## src/rtl/serv_pkg.sv

```systemverilog
// Shared definitions for the SERV instruction fetch slice.
//   fetch_state_e     : fetch FSM state encodings
//   INSN_LEN32        : low two bits that mark a 32-bit instruction
//   is_compressed()   : true when a halfword starts a 16-bit instruction
package serv_pkg;

    typedef enum logic [1:0] {
        FETCH_IDLE = 2'd0,  // waiting for a fetch request
        FETCH_LO   = 2'd1,  // bus cycle for the word at pc[31:2]
        FETCH_HI   = 2'd2,  // bus cycle for the word at pc[31:2]+1
        FETCH_DONE = 2'd3   // instruction valid pulse
    } fetch_state_e;

    localparam logic [1:0] INSN_LEN32 = 2'b11;

    // Only the two length bits of a halfword decide its instruction size.
    function automatic logic is_compressed(input logic [1:0] low_bits);
        return low_bits != INSN_LEN32;
    endfunction

endpackage

```

## src/rtl/serv_fetch_buf.sv

```systemverilog
// One-word tagged instruction buffer.
// Holds the most recently fetched bus word so that a halfword-aligned PC
// whose lower half lives in an already fetched word avoids a bus cycle.
// Ports:
//   clk, i_rst_n     : clock, asynchronous active-low reset (valid bit only)
//   i_wr_en          : write i_wr_data with tag i_wr_tag, set valid
//   i_wr_tag         : word address [31:2] of the written word
//   i_wr_data        : written bus word
//   i_flush          : clear valid next cycle; also masks the current lookup
//   i_lookup_tag     : word address [31:2] to compare against
//   o_hit            : valid, tag matches, and no flush this cycle
//   o_data           : buffered word
module serv_fetch_buf (
    input  logic        clk,
    input  logic        i_rst_n,
    input  logic        i_wr_en,
    input  logic [29:0] i_wr_tag,
    input  logic [31:0] i_wr_data,
    input  logic        i_flush,
    input  logic [29:0] i_lookup_tag,
    output logic        o_hit,
    output logic [31:0] o_data
);

    logic        valid_q, valid_d;
    logic [29:0] tag_q, tag_d;
    logic [31:0] data_q, data_d;

    always_comb begin
        valid_d = valid_q;
        tag_d   = tag_q;
        data_d  = data_q;
        if (i_wr_en) begin
            valid_d = 1'b1;
            tag_d   = i_wr_tag;
            data_d  = i_wr_data;
        end
        // A flush coinciding with a write still leaves the buffer invalid.
        if (i_flush) begin
            valid_d = 1'b0;
        end
    end

    always_ff @(posedge clk or negedge i_rst_n) begin
        if (!i_rst_n) begin
            valid_q <= 1'b0;
        end else begin
            valid_q <= valid_d;
        end
    end

    // Tag and data are qualified by valid_q, so they need no reset.
    always_ff @(posedge clk) begin
        tag_q  <= tag_d;
        data_q <= data_d;
    end

    assign o_hit  = valid_q && !i_flush && (tag_q == i_lookup_tag);
    assign o_data = data_q;

endmodule

```

## src/rtl/serv_fetch.sv

```systemverilog
// Instruction fetch unit: turns a single-cycle fetch request into one or two
// word reads on a simple cyc/ack bus and assembles the instruction, handling
// 16-bit instructions and 32-bit instructions that straddle a word boundary.
// Handshake: o_ibus_cyc is a registered request held with a stable
// o_ibus_adr until the cycle i_ibus_ack is seen; the ack is consumed in that
// cycle and o_ibus_cyc is low in the next one. Acks while o_ibus_cyc is low
// are ignored.
// Ports:
//   clk, i_rst_n   : clock, asynchronous active-low reset
//   i_fetch_req    : pulse, i_pc is final, fetch the instruction there
//   i_pc           : instruction address (halfword aligned when WITH_C)
//   i_flush        : invalidate the buffered word
//   o_ibus_adr     : word address, bits [1:0] zero
//   o_ibus_cyc     : bus request
//   i_ibus_rdt     : bus read data
//   i_ibus_ack     : read data valid, ends the bus cycle
//   o_insn         : instruction, 16-bit ones zero-extended
//   o_insn_valid   : one-cycle pulse, o_insn/o_iscomp valid
//   o_iscomp       : instruction is 16-bit
//   o_busy         : fetch in progress
module serv_fetch
    import serv_pkg::*;
#(
    parameter int unsigned WITH_C = 1
) (
    input  logic        clk,
    input  logic        i_rst_n,
    input  logic        i_fetch_req,
    input  logic [31:0] i_pc,
    input  logic        i_flush,
    output logic [31:0] o_ibus_adr,
    output logic        o_ibus_cyc,
    input  logic [31:0] i_ibus_rdt,
    input  logic        i_ibus_ack,
    output logic [31:0] o_insn,
    output logic        o_insn_valid,
    output logic        o_iscomp,
    output logic        o_busy
);

    localparam bit C_EN = (WITH_C != 0);

    fetch_state_e state_q, state_d;
    logic [31:1]  pc_q, pc_d;
    logic         cyc_q, cyc_d;
    logic [15:0]  upper_q, upper_d;   // upper half of the first word of a split insn
    logic [31:0]  insn_q, insn_d;
    logic         iscomp_q, iscomp_d;

    logic         buf_wr;
    logic         buf_hit;
    logic [31:0]  buf_data;
    logic [29:0]  lo_word;
    logic [29:0]  hi_word;
    logic         ack_taken;

    logic         unused_pc0;
    logic [15:0]  unused_buf_lo;

    assign unused_pc0    = i_pc[0];
    assign unused_buf_lo = buf_data[15:0];

    assign lo_word   = pc_q[31:2];
    assign hi_word   = pc_q[31:2] + 30'd1;   // wraps modulo 2^32
    assign ack_taken = cyc_q && i_ibus_ack;

    serv_fetch_buf u_buf (
        .clk          (clk),
        .i_rst_n      (i_rst_n),
        .i_wr_en      (buf_wr),
        .i_wr_tag     ((state_q == FETCH_HI) ? hi_word : lo_word),
        .i_wr_data    (i_ibus_rdt),
        .i_flush      (i_flush),
        .i_lookup_tag (i_pc[31:2]),
        .o_hit        (buf_hit),
        .o_data       (buf_data)
    );

    always_comb begin
        state_d  = state_q;
        pc_d     = pc_q;
        cyc_d    = 1'b0;
        upper_d  = upper_q;
        insn_d   = insn_q;
        iscomp_d = iscomp_q;
        buf_wr   = 1'b0;

        case (state_q)
            FETCH_IDLE: begin
                if (i_fetch_req) begin
                    pc_d    = i_pc[31:1];
                    state_d = FETCH_LO;
                    if (C_EN && i_pc[1] && buf_hit) begin
                        if (is_compressed(buf_data[17:16])) begin
                            state_d  = FETCH_DONE;
                            insn_d   = {16'h0000, buf_data[31:16]};
                            iscomp_d = 1'b1;
                        end else begin
                            state_d = FETCH_HI;
                            upper_d = buf_data[31:16];
                        end
                    end
                end
            end

            FETCH_LO: begin
                if (ack_taken) begin
                    buf_wr = 1'b1;
                    if (C_EN && pc_q[1]) begin
                        if (is_compressed(i_ibus_rdt[17:16])) begin
                            state_d  = FETCH_DONE;
                            insn_d   = {16'h0000, i_ibus_rdt[31:16]};
                            iscomp_d = 1'b1;
                        end else begin
                            state_d = FETCH_HI;
                            upper_d = i_ibus_rdt[31:16];
                        end
                    end else begin
                        state_d  = FETCH_DONE;
                        iscomp_d = is_compressed(i_ibus_rdt[1:0]);
                        insn_d   = is_compressed(i_ibus_rdt[1:0]) ?
                                   {16'h0000, i_ibus_rdt[15:0]} : i_ibus_rdt;
                    end
                end else begin
                    cyc_d = 1'b1;
                end
            end

            FETCH_HI: begin
                if (ack_taken) begin
                    buf_wr   = 1'b1;
                    state_d  = FETCH_DONE;
                    insn_d   = {i_ibus_rdt[15:0], upper_q};
                    iscomp_d = 1'b0;
                end else begin
                    cyc_d = 1'b1;
                end
            end

            FETCH_DONE: begin
                state_d = FETCH_IDLE;
            end

            default: begin
                state_d = FETCH_IDLE;
            end
        endcase
    end

    always_ff @(posedge clk or negedge i_rst_n) begin
        if (!i_rst_n) begin
            state_q  <= FETCH_IDLE;
            pc_q     <= '0;
            cyc_q    <= 1'b0;
            upper_q  <= '0;
            insn_q   <= '0;
            iscomp_q <= 1'b0;
        end else begin
            state_q  <= state_d;
            pc_q     <= pc_d;
            cyc_q    <= cyc_d;
            upper_q  <= upper_d;
            insn_q   <= insn_d;
            iscomp_q <= iscomp_d;
        end
    end

    assign o_ibus_adr   = {(state_q == FETCH_HI) ? hi_word : lo_word, 2'b00};
    assign o_ibus_cyc   = cyc_q;
    assign o_insn       = insn_q;
    assign o_iscomp     = iscomp_q;
    assign o_insn_valid = (state_q == FETCH_DONE);
    assign o_busy       = (state_q != FETCH_IDLE);

endmodule

```

## config.mk

```make
export PLATFORM = sky130hd
export DESIGN_NAME = serv_fetch
export DESIGN_NICKNAME = d
export VERILOG_FILES = /design/src/rtl/serv_pkg.sv /design/src/rtl/serv_fetch_buf.sv /design/src/rtl/serv_fetch.sv
export SDC_FILE = /design/constraint.sdc
export NUM_CORES = 1
export LEC_CHECK = 0
export BUFFER_PORTS_ARGS = -buffer_cell sky130_fd_sc_hd__buf_2
export CAP_MARGIN = 20
export CORE_MARGIN = 4
export CORE_UTILIZATION = 50
export CTS_CLUSTER_SIZE = 30
export DETAILED_ROUTE_END_ITERATION = 10
export HOLD_SLACK_MARGIN = 0.12
export PLACE_DENSITY = 0.77
export SETUP_SLACK_MARGIN = 0.3
export SLEW_MARGIN = 40
export SYNTH_ARGS = -nofsm -noshare
export SYNTH_HDL_FRONTEND = slang
export SYNTH_SLANG_ARGS = --single-unit
export TNS_END_PERCENT = 30
```

## constraint.sdc

```tcl
create_clock -name clk -period 3.3 [get_ports clk]
set_clock_uncertainty 0.2 [all_clocks]
set_input_delay 0.495 -clock clk [delete_from_list [all_inputs] [get_ports clk]]
set_output_delay 0.495 -clock clk [all_outputs]
set_load 0.03 [all_outputs]
```

* Word level (Yosys, flattened, before mapping)
Cells that the tools add are included.
** Word-level totals
- Logic and storage cells :: 80
- Bits in registers :: 146
- Input bits :: 69
- Output and inout port bits :: 68
** Operators by class
- Reductions and logical operators :: 15
- Add/subtract/negate cells :: 1
- Equal/unequal tests :: 16
- Muxes and demuxes :: 39
** Operators by type and width (count)
- 32-bit 2-to-1 mux :: 8
- 16-bit 2-to-1 mux :: 6
- 32-bit case mux with 3 select lines :: 1
- 16-bit case mux with 2 select lines :: 1
- 30-bit by 1-bit adder with 30-bit output (second input constant) :: 1
- 30-bit == test :: 1
- 30-bit 2-to-1 mux :: 1
- 2-bit inequality test (second input constant) :: 11
- 1-bit 2-to-1 mux :: 15
- 7-bit AND reduction :: 2
- 2-bit 2-to-1 mux :: 5
- 2-bit case mux with 4 select lines :: 1
- 2-bit nonzero test :: 3
- 2-bit == test (second input constant) :: 2
- 1-bit logical AND :: 4
- 3-bit inequality test (second input constant) :: 1
- 1-bit case mux with 3 select lines :: 1
- 3-bit AND reduction :: 1
- 3-bit nonzero test :: 1
- 2-bit by 1-bit == test with 1-bit output (second input constant) :: 1
- 2-bit zero test :: 1
- 2-bit AND reduction :: 1
- 2-bit OR reduction :: 1
- 1-bit zero test :: 1

* Depth between registers and ports, before layout
Gate-level depths: netlist of the first run.
- Depth after elaboration :: 7
- Mapped depth :: 11
- Mapped depth without buffers :: 8

* Modules after synthesis
Synthesis of the first run repeated with hierarchy kept, for this count alone.
** Second synthesis, totals
- Cell total of the unflattened synthesis :: 556
- Area total of the unflattened synthesis :: 6812.8 um^2
** By module, submodules not included
- serv_fetch :: sequential area each 2077.0 um^2, area each 4580.6 um^2, cells each 450, times used 1
- serv_fetch_buf :: sequential area each 1886.8 um^2, area each 2232.1 um^2, cells each 106, times used 1

* Least setup slack after synthesis of the first run
OpenSTA, ideal clock, no wires.
- Path kind :: register -> register
- Start point :: reg state_q[0]
- End point :: reg u_buf.data_q[16], in the netlist u_buf.o_data[16], enable pin
- Path slack :: 255 ps
- Arrival time :: 2436 ps
- Required time :: 2691 ps
- Period minus slack after synthesis :: 3045 ps
- Cell stages (with the launch flop) :: 6
- Buffers on the path :: 2
- Setup time :: 409 ps
- Path through :: dfrtp_1 -> inv_1 -> ha_1 -> clkbuf_1 -> clkbuf_1 -> and3_1
** Between the ends
- Word-level cells in the longest chain between the ends :: 3
- Elaborated cells between the ends (all ways) :: 4
- Classes of those cells :: eq/ne (2); mux (1); reduce/logical (1)
** RTL lines
- start: declaration :: RTL line serv_fetch.sv:43 : fetch_state_e state_q, state_d;
- start signal: assignment :: RTL line serv_fetch.sv:159 : state_q <= state_d;
- 2-bit == test or 2-bit by 1-bit == test with 1-bit output (tied branches) :: RTL line serv_fetch.sv:88 : case (state_q)
- 2-bit OR reduction (no source line) *
- 1-bit 2-to-1 mux *
- named net buf_wr :: RTL line serv_fetch.sv:50 : logic buf_wr;
- end signal: assignment :: RTL line serv_fetch_buf.sv:55 : data_q <= data_d;
- end: declaration :: RTL line serv_fetch_buf.sv:27 : logic [31:0] data_q, data_d;
The timed path passes the listed nets; every way through them passes the cells marked *.
A chain may end at the register's enable or synchronous reset.

* Final worst setup path of the first run
- Start point :: reg state_q[0]
- End point :: out o_ibus_adr[21]
** Between the ends
- Word-level cells in the longest chain between the ends :: 2
** RTL lines
- 2-bit == test :: RTL line serv_fetch.sv:168 : assign o_ibus_adr = {(state_q == FETCH_HI) ? hi_word : lo_word, 2'b00};
- 30-bit 2-to-1 mux :: RTL line serv_fetch.sv:168
- end: declaration :: RTL line serv_fetch.sv:31 : output logic [31:0] o_ibus_adr,
No other way between the ends.

==> results of run 1 <==
metal layers:
layer  vias up  track usage [%]  part of all wire, %
met5         -                0                    0
met4         0             8.19                  2.3
met3        45             7.06                  8.2
met2       269             38.8                   48
met1      2567             33.7                   42
li1       2330                -                    -
final timing paths:
kind                                  from        endpoint  slack [ns]  cells after the start
max in group asynchronous          i_rst_n        pc_q[12]        1.93                      2
worst max register to register  state_q[1]      o_insn[24]        0.46                      7
worst min register to register  upper_q[1]      upper_q[1]        0.27                      1
min in group asynchronous          i_rst_n       o_insn[8]        0.49                      2
worst min-delay path              i_pc[22]        pc_q[22]        0.13                      2
worst max-delay path            state_q[0]  o_ibus_adr[21]        0.26                      9
placed cells by master, fill, tap and decap left out, types with 2 or more instances in the layout:
| master | n |
|---|---|
| a22oi_1 | 14 |
| mux2i_1 | 30 |
| nand2_1 | 21 |
| o21ai_0 | 3 |
| buf_12 | 3 |
| nor3_1 | 4 |
| a21oi_1 | 47 |
| buf_4 | 29 |
| conb_1 | 2 |
| clkbuf_8 | 6 |
| dfrtp_1 | 84 |
| xor2_1 | 36 |
| clkbuf_16 | 18 |
| nand2b_1 | 2 |
| and3_1 | 5 |
| nand3_1 | 5 |
| nor4_1 | 10 |
| xnor2_2 | 2 |
| mux2_2 | 37 |
| clkinv_2 | 3 |
| nor2_1 | 45 |
| nand4_1 | 16 |
| dlygate4sd3_1 | 18 |
| inv_2 | 2 |
| buf_6 | 3 |
| o2bb2ai_2 | 2 |
| ha_1 | 4 |
| buf_2 | 127 |
| nor3_2 | 3 |
| a31oi_1 | 16 |
| edfxtp_1 | 46 |
| and2_4 | 2 |
| inv_1 | 4 |
| mux2_4 | 12 |
| o2bb2ai_1 | 15 |
| clkbuf_1 | 5 |
| xnor2_1 | 21 |
report_power, final:
part,switching (mW),internal [mW],total (mW)
logic,2.72,1.77,4.49
clock network,0.655,1.18,1.83
registers,0.455,2.37,2.82
metrics by stage:
stage               power [mW]  cell area [µm²]  worst slack (ns)  utilization, %  cells
finish                    9.14             8340             0.263            65.8    896
global route              9.61             8340             0.171            65.8    896
CTS                       9.02             8230             0.314            64.9    887
detailed placement        7.06             7360             0.328            58.1    831
global placement          6.93             7360             0.437            58.1    831
floorplan                 5.89             6500             0.361               -    542
worst register-to-register path: stages (launching register included):
cell,delay (ns)
dfrtp_1,0.43
inv_1,0.12
ha_1,0.56
clkinv_1,0.18
nor2_1,0.17
and3_1,0.63
a22oi_1,0.24
o2bb2ai_1,0.22
state kept, by name, indices dropped and copies added (netlist names):
name,cells
o_iscomp,1
o_insn,32
state_q,2
upper_q,16
u_buf.valid_q,1
u_buf.o_data,16
u_buf.tag_q,30
pc_q,31
o_ibus_cyc,1
logic make-up after synthesis:
group / after synthesis / share of synthesized area, %
AOI/OAI and AO/OA: 106 / 11.1
adders and majority gates: 5 / 0.963
and+or+nand+nor: 123 / 9.24
buffers and inverters: 38 / 3.31
muxes: 79 / 13.8
DFF: 130 / 53.6
other: 1 / 0.0577
xor gates and xnor gates: 59 / 7.95
timing repair:
action                                 4_1_cts  5_1_grt
resized for setup                           17       10
setup endpoints to repair                   18       17
pin swaps                                    6       11
endpoints found under the hold margin      101        0
buffers inserted                             6        9
hold buffers                                18        0
cell type report:
cell class | instances | area (µm²)
clock inverters | 4 | 45.0
flip-flops and latches | 130 | 3480
clock buffers | 28 | 538
fillers | 960 | 4330
well taps | 172 | 215
inverters | 7 | 26.3
multi-input cells | 374 | 2890
repair buffers | 181 | 1140
==> out/qor.yml, run 1 <==
run_status:
  status: "finished, final reports clean"
synth:
  ys_ff_latch: 130
  synth_warnings: 0
  avgSynthCellArea_um2: 12.0
  synth_area_leaders: "dfrtp_1 32%, edfxtp_1 21%, mux2_2 6.4%, xor2_1 4.9%, mux2i_1 4.6%"
  yosys-top-cells-count: "84 x dfrtp_1, 47 x a21oi_1, 46 x edfxtp_1, 46 x nor2_1, 37 x mux2_2"
  ys_async_sr_fraction_pct: 64.6
  synth_top_cell_area_share_pct: 32.3
  ys_seq_area_share_pct: 53.6
  synth_cells: 541
  synth-main-ff-cell: "dfrtp_1"
  yosysMostFrequentCell: "dfrtp_1"
  synth_edf_count: 46
  netlist.top_cell.by_area: "dfrtp_1"
  synth_cell_types: 48
  synth_area_um2: 6500
detailed_routing:
  drc: 0
  routed_via_density: 5.82
  drtAntennaViolNets: 0
  drt_first_iter_violations: 566
  drt-total-wl_mm: 17.9
  dr_total_vias: 5211
  firstDrtPassIters: 6
  wl_per_cell_um: 20.0
worst_setup_path:
  endpoint_kind: "output pin"
  cp_slowest_stage_delay_ns: 0.38
  critPathBufInv: 3
  crit_top_cell: "nand4_1"
  worst-setup-path-type: "reg2out"
  cpMaxStageDelayCell: "dfrtp_1"
  crit_required_ns: 2.60
  start_kind: "flop"
  arrival_ns: 2.34
  cp_max_fo: 5
  critPathTopFamily: "simple AND/OR/NAND/NOR gates"
  path_cells: "inv_2 -> ha_4 -> nand4_1 -> nor3_2 -> buf_4 -> and2_4 -> nand4_1 -> xnor2_2 -> buf_6"
timing:
  rsz0062_at_grt: "true"
  fmaxAchievable_mhz: 329
  fin_crit_sh_pct: 92.0
  fin_worst_hold_slack_ns: 0.134
  setup_tns_ns: 0
  final_hold_viol_count: 0
  slew-limit-headroom_pct: 47.0
  fin_crit_ns: 3.04
  finalSetupViolations: 0
  worst_slew_pin_slew_ns: 0.793
  slew_viol_final: 0
floorplan:
  ios: 137
  dieWidth_um: 122
  rows: 41
  dieArea_um2: 14900
  initial_core_util_pct: 51.3
  core_um2: 12700
  dieHeight_um: 122
grt:
  grt_pass1_vias: 5323
  grt_first_pass_wirelength_mm: 28.4
  grt_overflow_total: 0
  grt.total_usage_pct: 24.9
  grt_antenna_before_repair: 0
  grt_max_degree: 85
placement:
  io_buffers: 133
  routabilityCongestion: 0.879
  hpwl_mm: 12.1
layout:
  area_delta_synth_final_pct: 28.3
  layout.nets: 785
  insertedDiodeCount: 0
  drive_above_1_share_pct: 36.2
min_path:
  hold_class: "in2reg"
cts:
  root_buffer: "clkbuf_16"
  clk_latency_ns: 0.42
  cts.sinks: 130
  cts.path.max_buffers: 2
  path_clk_slew_ns: 0.06
  cts_made_buffers: 17
  htreeDepth: 4
  cts_tree: "yes"
pwr:
  leakagePower_nw: 3.60
  p_per_area_nw_per_um2: 1100
  ir_worst_vdd_mv: 0.624
flow_run:
  maxCapViolCount: 0
(Power assumes the default switching activity.)
==> run 2, diff against run 1 <==
--- a/config.mk
+++ b/config.mk
@@ -9,6 +9,7 @@
 export CAP_MARGIN = 20
 export CORE_MARGIN = 4
 export CORE_UTILIZATION = 50
+export CTS_BUF_LIST = sky130_fd_sc_hd__clkbuf_8 sky130_fd_sc_hd__clkbuf_16
 export CTS_CLUSTER_SIZE = 30
 export DETAILED_ROUTE_END_ITERATION = 10
 export HOLD_SLACK_MARGIN = 0.12
==> run 2 against run 1 <==
Power down 0.17%. Final cell count unchanged. Global-route usage unchanged. Sequential share of layout area unchanged. Combinational power about the same. Die area unchanged. Critical path depth unchanged. Non-clock buffer count unchanged. Core utilization unchanged. Worst hold slack better by 0.0016 ns. Via count down 0.58%. Sequential cell count unchanged. Largest power group unchanged.
==> out/qor.yml, run 2 (synthesis gave the netlist of run 1 again) <==
run_status:
  status: "finished, final reports clean"
min_path:
  min_from: "i_pc[22]"
  hold_class: "in2reg"
layout:
  final_common_cell: "buf_2"
  fin_util_pct: 65.8
  drive_above_1_share_pct: 36.2
  layout.nets: 785
  largest_register_ffs: 32
  insertedDiodeCount: 0
  final_cell_mix: "127 x buf_2, 84 x dfrtp_1, 47 x a21oi_1"
  area_delta_synth_final_pct: 28.3
  fin_cells: 896
worst_setup_path:
  cp-startpoint: "state_q[0]"
  worst-setup-path-type: "reg2out"
  rr_worst_depth: 7
  cp_max_fo: 5
  arrival_ns: 2.34
  cp-endpoint: "o_ibus_adr[21]"
  cp_slowest_stage_delay_ns: 0.38
  worstReg2RegEnd: "o_insn[24]"
  r2r_slack_ns: 0.44
  path_cells: "inv_2 -> ha_4 -> nand4_1 -> nor3_2 -> buf_4 -> and2_4 -> nand4_1 -> xnor2_2 -> buf_6"
  cpMaxStageDelayCell: "dfrtp_1"
  endpoint_kind: "output pin"
  r2r-start: "state_q[1]"
  start_kind: "flop"
  crit_top_cell: "nand4_1"
  crit_required_ns: 2.60
timing:
  setup_tns_ns: 0
  finalSetupViolations: 0
  fmaxAchievable_mhz: 329
  worst_slew_pin_slew_ns: 0.784
  fin_crit_sh_pct: 92.1
  final_hold_viol_count: 0
  slew_viol_final: 0
  rsz0062_at_grt: "true"
  fin_worst_hold_slack_ns: 0.135
  fin_crit_ns: 3.04
  slew-limit-headroom_pct: 47.6
cts:
  cts.path.max_buffers: 2
  cts_tree: "yes"
  path_clk_slew_ns: 0.06
  htreeDepth: 4
  clk_latency_ns: 0.42
  cts_made_buffers: 17
  root_buffer: "clkbuf_16"
  cts.sinks: 130
placement:
  io_buffers: 133
  dp.cells: 831
  routabilityCongestion: 0.879
  hpwl_mm: 12.1
detailed_routing:
  drc: 0
  dr_total_vias: 5181
  drt-total-wl_mm: 18.0
  drtAntennaViolNets: 0
  wl_per_cell_um: 20.0
  routed_via_density: 5.78
  firstDrtPassIters: 8
  drt_first_iter_violations: 532
grt:
  grt.total_usage_pct: 24.9
  grt_pass1_vias: 5323
  grt_first_pass_wirelength_mm: 28.4
  grt_max_degree: 85
  grt_antenna_before_repair: 0
  grt_overflow_total: 0
floorplan:
  dieWidth_um: 122
  dieArea_um2: 14900
  ios: 137
  initial_core_util_pct: 51.3
  rows: 41
  core_um2: 12700
  dieHeight_um: 122
pwr:
  p_per_area_nw_per_um2: 1090
  leakagePower_nw: 3.62
  ir_worst_vdd_mv: 0.625
flow_run:
  maxCapViolCount: 0
-- run 2: changes by cell type in the layout (fill, tap and decap cells not counted) --
cell | previous run | this run
inv_1 | 4 | 9
clkbuf_1 | 5 | 0
-- run 2: how the worst min path moves through the flow --
stage,cells after the start,slack [ns],endpoint
after global placement,1,0.25,upper_q[0]
final,2,0.14,pc_q[22]
after floorplan,0,-0.0006,o_ibus_cyc
after detailed placement,1,0.26,upper_q[1]
after global routing,2,0.13,pc_q[22]
after CTS,2,0.12,pc_q[22]
-- run 2: area by class of cell --
| cell class | instances | area, µm² |
|---|---|---|
| inverter | 7 | 26.3 |
| sequential | 130 | 3480 |
| clock inverter | 9 | 63.8 |
| fill | 960 | 4330 |
| tap | 172 | 215 |
| timing repair buffer | 181 | 1140 |
| clock buffer | 23 | 519 |
| multi-input combinational | 374 | 2890 |
-- run 2: critical path, delay by kind of cell (launching register included) --
family | cells | cell delay, ns
buffers and inverters | 3 | 0.43
flip-flops | 1 | 0.38
adder cells (fa/ha/maj) | 1 | 0.14
XOR/XNOR | 1 | 0.29
AND/OR/NAND/NOR | 4 | 0.68
-- run 2: where the power goes --
part / total [mW] / switching [mW] / internal, mW
logic: 4.49 / 2.72 / 1.77
registers: 2.82 / 0.457 / 2.37
clock network: 1.81 / 0.652 / 1.16
-- run 2: per-stage QoR --
stage                     setup slack [ns]  area, µm²  power (mW)
after floorplan                      0.361       6500        5.89
after global placement               0.437       7360        6.93
after detailed placement             0.328       7360        7.06
after CTS                            0.314       8230        9.01
after global routing                 0.171       8340        9.59
final                                0.260       8340        9.13
-- run 2: layer usage --
metal  track usage (%)  up-vias  part of all wire [%]
li1                  -     2330                     -
met1              33.7     2539                    41
met2              38.8      266                    48
met3              7.06       46                   8.5
met4              8.19        0                   2.3
met5                 0        -                     0
-- run 2: timing repair --
action	4_1_cts	5_1_grt
hold buffers	18	0
resized for setup	17	10
buffers inserted	6	9
pin swaps	6	11
setup endpoints to repair	18	17
endpoints found under the hold margin	101	0
